## config.mk

```make
export PLATFORM = sky130hd
export DESIGN_NAME = int32_to_fp32
export DESIGN_NICKNAME = d
export VERILOG_FILES = /design/src/rtl/fp_pkg.sv /design/src/rtl/findFirstOne32.sv /design/src/rtl/int32_to_fp32.sv
export SDC_FILE = /design/constraint.sdc
export NUM_CORES = 1
export LEC_CHECK = 0
export CAP_MARGIN = 0
export CORE_MARGIN = 5
export CORE_UTILIZATION = 50
export CTS_CLUSTER_SIZE = 20
export DETAILED_ROUTE_END_ITERATION = 16
export GPL_TIMING_DRIVEN = 1
export PLACE_DENSITY = 0.74
export SYNTH_ARGS = -nofsm -noshare
export SYNTH_HDL_FRONTEND = slang
export SYNTH_SLANG_ARGS = --single-unit
```

## constraint.sdc

```tcl
create_clock -name clk -period 4.28 [get_ports clk]
set_clock_uncertainty 0.2 [all_clocks]
set_input_delay 0.642 -clock clk [delete_from_list [all_inputs] [get_ports clk]]
set_output_delay 0.642 -clock clk [all_outputs]
set_load 0.05 [all_outputs]
```

## src/rtl/fp_pkg.sv

```systemverilog
// FP32 field widths, exponent bias and the packed result layout shared by the
// integer-to-float converter.
package fp_pkg;

  localparam int FP32_BIAS  = 127;
  localparam int FP32_EXP_W = 8;
  localparam int FP32_MAN_W = 23;

  typedef struct packed {
    logic                  sign;
    logic [FP32_EXP_W-1:0] exp;
    logic [FP32_MAN_W-1:0] man;
  } fp32_t;

endpackage

```

## src/rtl/findFirstOne32.sv

```systemverilog
// Priority encoder: position of the most significant set bit of a 32-bit word.
// Combinational; an all-zero input reports position 0 (callers detect zero themselves).
module findFirstOne32 (
  input  logic [31:0] i_vec,
  output logic [4:0]  o_pos
);

  always_comb begin
    o_pos = '0;
    for (int i = 0; i < 32; i++) begin
      if (i_vec[i]) o_pos = 5'(i);
    end
  end

endmodule

```

## src/rtl/int32_to_fp32.sv

```systemverilog
// Signed int32 -> IEEE-754 single, two register stages (sign/magnitude, then normalise).
// Truncates toward zero by default; INT32_TO_FP32_ROUND_NEAREST_EN selects round-to-nearest-even.
module int32_to_fp32
  import fp_pkg::*;
(
  input  logic        clk,
  input  logic        rst,
  input  logic [31:0] in_data,
  input  logic        in_valid,
  output logic        in_ready,
  output logic [31:0] out_data,
  output logic        out_valid,
  input  logic        out_ready
);

  logic        r_s1_vld;
  logic        r_s1_sign;
  logic [31:0] r_s1_mag;
  logic        r_s2_vld;
  fp32_t       r_s2_res;

  logic        w_s2_adv;
  logic [4:0]  w_pos;
  logic [7:0]  w_exp;
  logic [22:0] w_man;
  logic        w_carry;
  fp32_t       w_res;

  // Outputs are forced quiet while reset is held, not only after the edge.
  assign out_valid = r_s2_vld & ~rst;
  assign out_data  = r_s2_res;
  assign w_s2_adv  = ~out_valid | out_ready;
  assign in_ready  = ~rst & (~r_s1_vld | w_s2_adv);

  always_ff @(posedge clk) begin
    if (rst) begin
      r_s1_vld <= 1'b0;
    end else if (in_ready) begin
      r_s1_vld <= in_valid;
      if (in_valid) begin
        r_s1_sign <= in_data[31];
        r_s1_mag  <= in_data[31] ? (~in_data + 32'd1) : in_data;
      end
    end
  end

  findFirstOne32 u_ffo (
    .i_vec (r_s1_mag),
    .o_pos (w_pos)
  );

  assign w_exp = 8'(FP32_BIAS) + {3'd0, w_pos};

`ifdef INT32_TO_FP32_ROUND_NEAREST_EN
  logic [30:0] w_frac;
  logic        w_inc;

  // Leading one shifted off the top; bit 7 is guard, bits 6:0 form sticky.
  assign w_frac = 31'(r_s1_mag << (5'd31 - w_pos));
  assign w_inc  = w_frac[7] & ((|w_frac[6:0]) | w_frac[8]);
  assign {w_carry, w_man} = {1'b0, w_frac[30:8]} + {23'd0, w_inc};
`else
  assign w_man   = 23'((r_s1_mag << (5'd31 - w_pos)) >> 8);
  assign w_carry = 1'b0;
`endif

  always_comb begin
    w_res = '0;
    if (r_s1_mag != 32'd0) begin
      w_res.sign = r_s1_sign;
      w_res.exp  = w_exp + {7'd0, w_carry};
      w_res.man  = w_man;
    end
  end

  always_ff @(posedge clk) begin
    if (rst) begin
      r_s2_vld <= 1'b0;
      r_s2_res <= '0;
    end else if (w_s2_adv) begin
      r_s2_vld <= r_s1_vld;
      if (r_s1_vld) r_s2_res <= w_res;
    end
  end

endmodule
```

Yosys cells after proc, flatten, opt, wreduce, memory -nomap -nowiden
Cells that the tools add are included.
Widths: inputs -> output; s select.
Word-level totals
  bits in registers: 67
  bits in latches: 0
  RAM bits: 0
  ROM bits: 0
  word-level logic and storage cells: 56
  memories kept: 0
Cells by class
  $add $sub $neg: 3
  multipliers: 0
  divide/modulo/power cells: 0
  $lt $le $gt $ge: 0
  eq/ne operators: 0
  shifts and indexed selects: 1
  multiplexer cells: 33
  bitwise gates (word level): 8
  reductions and logical operators: 3
Operators with widths (count)
  $mux 5: 16
  $add 32x1->32 const B: 1
  $mux 32: 1
  $mux 4: 8
  $not 32->32: 1
  $reduce_bool 32->1: 1
  $shl 32x5->31: 1
  $mux 31: 1
  $mux 3: 4
  $add 7x5->8 const A: 1
  $sub 5x5->5 const A: 1
  $mux 2: 2
  $not 1->1: 3
  $reduce_and 3->1: 1
  $and 1x1->1: 2
  $or 1x1->1: 2
  $reduce_and 2->1: 1
  $mux 1: 1

Logic depth before layout (Yosys ltp)
  depth after elaboration: 34
  mapped depth: 15

By module
A second synthesis with hierarchy kept.
Second synthesis, totals
  cells, all modules: 489
  area total of the unflattened synthesis: 4799.6 um^2
Modules (own cells, without submodules)
  int32_to_fp32: instances 1, cells an instance 429, area each 4446.8 um^2, sequential area each 1671.6 um^2
  findFirstOne32: instances 1, cells an instance 60, area each 352.8 um^2, sequential area each 0.0 um^2

Worst setup path before layout
OpenSTA, ideal clock, no wires.
  path kind: flip-flop to flip-flop
  start point: register r_s1_mag[31]
  end point: register r_s2_res (netlist bit out_data[14])
  setup time: 127 ps
  data arrival time: 2910 ps
  required time: 3953 ps
  path slack: 1043 ps
  cell stages (with the launch flop): 11
  cell sequence: edfxtp_1 > or3_4 > or4_1 > o211a_1 > buf_6 > clkinv_8 > mux2_2 > mux2_2 > a22o_1 > a221oi_2 > o31ai_2
Between the ends
  cells in the longest elaborated chain, start to end: 4
RTL lines
  from (decl): RTL line int32_to_fp32.sv:18  | logic [31:0] r_s1_mag;
  from (signal assigned): RTL line int32_to_fp32.sv:42  | r_s1_mag <= in_data[31] ? (~in_data + 32'd1) : in_data;
  $mux 5: RTL line findFirstOne32.sv:11  | if (i_vec[i]) o_pos = 5'(i);
  $sub 5x5->5: RTL line int32_to_fp32.sv:63  | assign w_man = 23'((r_s1_mag << (5'd31 - w_pos)) >> 8);
  $shl 32x5->31: RTL line int32_to_fp32.sv:63
  $mux 32 (*): RTL line int32_to_fp32.sv:69  | if (r_s1_mag != 32'd0) begin
  to (signal assigned): RTL line int32_to_fp32.sv:82  | if (r_s1_vld) r_s2_res <= w_res;
  to (decl): RTL line int32_to_fp32.sv:20  | fp32_t r_s2_res;
Mark *: on every way between the ends. The rest lies on a longest branch, timed or not.
A chain may end at the register's enable or synchronous reset.

Worst setup path after layout
  start point: register r_s1_mag[27]
  end point: register r_s2_res (netlist bit out_data[14])
Between the ends
  cells in the longest elaborated chain, start to end: 8
RTL lines (RTL line)
  $mux 5 (5 in a row): findFirstOne32.sv:11
  $sub 5x5->5: int32_to_fp32.sv:63
  $shl 32x5->31: int32_to_fp32.sv:63
  $mux 32 (*): int32_to_fp32.sv:69
Marked as above.

==> summary.txt <==
Routing
  • Via density: approximately 6.4
  • WL/cell: a little over 20 um
  • Via count: around 5,000
  • TritonRoute pass-1 iters: 6
  • Final WL: 16,110 um
  • Antenna-violating nets left: 0
  • # DRC: 0
  • Iter 0 DRT Violations: 479

Floorplanning
  • Core area: about 9800 sq um
  • I/O Pins: 70
  • Die area: roughly 12,000 sq um
  • Initial Utilization: 51.33%
  • Die width: approximately 110 um
  • Die Y: about 110 um
  • Num rows: 36

Final layout
  • Number of antenna diodes: 0
  • Final Non-Filler Cells: 800
  • Share of post-route cells with drive strength above 1: 10.04%
  • Fillers: 913
  • Final nets: 700
  • P&R area growth vs syn: 20.70%

Power
  • Power Density: ~280 nW/um^2
  • Final Power: 1.725 mW
  • P_leak: roughly 2.1 nW
  • Peak VDD IR: 151.0 uV

Yosys
  • Top cells by area, synth: edfxtp_1 (20%), dfxtp_1 (14%), mux2i_1 (6.4%)
  • Fraction of registers with async set/reset: 0%
  • Cell taking the most area after synthesis: edfxtp_1
  • Netlist Area Pre-Place: 5040 sq um
  • Mapped Nets: 630
  • Synth cell types: 70
  • Share of the synthesized area in the top cell type: between 10% and 20%
  • EDFF count, synth: 33
  • Top_reg_cell synth: dfxtp_1
  • Syn. warnings: 0
  • Mapped Avg Cell Area: 8.513 sq um
  • Mapped Cells: between 500 and 600
  • Part of the Yosys area used for sequential elements: approximately a third
  • FF+latch count, synth: 67

STA
  • Crit share post-route: a little over four fifths
  • Fin crit period: about 3.6 ns
  • Worst relative slew slack: 35.04%
  • Fmax: about 270 MHz
  • Final Max Slew Viols: 0
  • RSZ-0062 raised after global routing: false
  • Slew @ Worst Pin: approximately 1 ns
  • Final hold violations: 0
  • Setup-failing EPs final: 0
  • Worst hold slack: 0.2564 ns
  • PnR worst setup slack: around 0.64 ns
  • TNS Setup: 0 ns

Worst setup path
  • R2R Path Start: r_s1_mag[27]
  • Most common cell on crit path: mux2_2
  • CP required: around 4.3 ns
  • CP max stage delay: ~0.58 ns
  • Worst-case reg-to-reg path depth: 9
  • CP bufs+invs: 1
  • Crit path launch: r_s1_mag[27]
  • Type of origin of the critical path: register
  • Critical path's top delay family: compound AO/OA/AOI/OAI gates
  • CP Capture Type: register
  • Arr. time, crit path: 3.69 ns
  • Cell-by-cell trace of the critical path: or3_4 -> or4_1 -> o211a_1 -> clkinv_8 -> mux2_2 -> mux2_2 -> a22o_1 -> a221oi_2 -> o31ai_2
  • Critical-path top delay cell: or4_1
  • Critical path depth: 9
  • Critical path class: register to register
  • CP max FO: 28

Clock tree
  • Clk sinks: 67
  • Worst-Skew Late Latency: 0.37 ns
  • Cts repair resizes: 0
  • Clock transition at path regs: around 0.080 ns
  • Num CTS Buffers: 9
  • TritonCTS clock tree: done
  • Post-CTS Hold Buffers: 0
  • Root Buffer: clkbuf_8
  • Clock tree buffer depth: 2
  • Post-CTS Setup Bufs: 0
  • H-tree depth: 3

GRT
  • Grt total ovfl: 0
  • Vias in the first global route: a little under 5,000
  • Initial antenna violation count: 0
  • First-pass GRT wire length: between 20,000 and 30,000 um
  • Pin count of the biggest net entering global routing: 34
  • All-Layer GR Usage: between 20% and 30%

Run status
  • Run status: finished, final reports clean

Placed design
  • RD Place Congestion: about 0.99
  • Post-Place Cells: 784
  • # port buffers: between 60 and 70
  • Hpwl dp: roughly 13,000 um
  • Place WS: around 0.4 ns

Min path
  • Hold_sp: out_data[29]
  • Hold Path Cell Cnt: 2
  • Worst Hold Class: register to register

Job
  • Max cap viols: 0
-- state kept, by name, indices dropped and copies added (netlist names) --
signal     count
out_data      32
r_s1_mag      32
r_s1_sign      1
r_s1_vld       1
r_s2_vld       1
-- stage by stage --
stage | utilization, % | area, sq um
final | 61.95 | 6083
after global routing | 61.95 | 6083
after CTS | 61.95 | 6083
after detailed placement | 60.31 | 5922
after global placement | 60.31 | 5922
after floorplan | - | 5040
-- tightest hold or removal path, cell delays in order, from the launching register on --
cell	delay (ns)
dfxtp_1	0.31
nand2_1	0.05
a21oi_1	0.05
-- layer usage --
layer	global-route usage (%)	vias to the layer above	share of wire, %
met1	35.75	2375	42
li1	-	2392	-
met4	12.14	0	4.2
met2	44.28	283	46
met5	0	-	0
met3	4.135	51	7.7
-- cell families after synthesis --
kind of cell               count (synthesis)  synth area share (%)
DFF                                       67                 33.17
muxes                                     46                 9.806
buffers and inverters                     45                 4.295
and+or+nand+nor                          221                 20.95
AOI/OAI and AO/OA                        180                 25.89
adders and majority gates                  2                0.4964
xor gates and xnor gates                  31                 5.387
-- path summary, 6_finish.rpt --
| path | to | slack [ns] |
|---|---|---|
| setup / recovery | out_data[14] | 0.64 |
| hold / removal | out_data[29] | 0.26 |
| setup reg to reg | out_data[14] | 0.64 |
| hold reg to reg | out_data[29] | 0.26 |
-- power breakdown --
part,total (mW),internal [mW],switching (mW),leakage [nW]
sequential,0.761,0.718,0.0433,0.590
clock,0.462,0.205,0.257,0.0795
combinational,0.502,0.199,0.303,1.43
total,1.73,1.12,0.603,2.09
-- cells in the mapped netlist (4+ instances only) --
cell	instances
clkbuf_1	20
nand3_1	14
a31oi_1	9
inv_1	9
o22ai_1	6
or4_1	7
a22o_1	7
or3_1	8
and3_1	6
o211ai_1	6
dfxtp_1	34
nand2_1	72
nor2_1	53
o21a_1	5
o21ai_0	29
a211oi_1	7
edfxtp_1	33
o41ai_1	5
a22oi_1	14
a221o_1	4
a21oi_1	36
a221oi_1	6
mux2_2	11
mux2i_1	32
xnor2_1	31
nand2b_1	12
a32oi_1	4
nor4_1	9
o31ai_1	10
nor2b_1	5
buf_2	7
nor3_1	21
-- final cells by class --
cell class | instances | area, sq um | area share [%]
repair buffers | 93 | 870.8 | 14.32
clock buffers | 10 | 127.6 | 2.098
well taps | 133 | 166.4 | 2.736
inverters | 11 | 53.80 | 0.8844
clock inverters | 6 | 33.78 | 0.5553
multi-input cells | 480 | 3159 | 51.93
flip-flops and latches | 67 | 1672 | 27.48
-- cell usage in the layout (no fill, tap or decap), types with 12 or more instances in the layout --
cell and instances:
a21oi_1 35, a22oi_1 14, nor2_1 53, clkdlybuf4s50_1 69, dfxtp_1 34, nand2_1 72
xnor2_1 31, mux2i_1 32, buf_4 24, nand3_1 14, nor3_1 21, edfxtp_1 33
o21ai_0 28, nand2b_1 12
No activity file was read; power rests on OpenSTA's default activity.
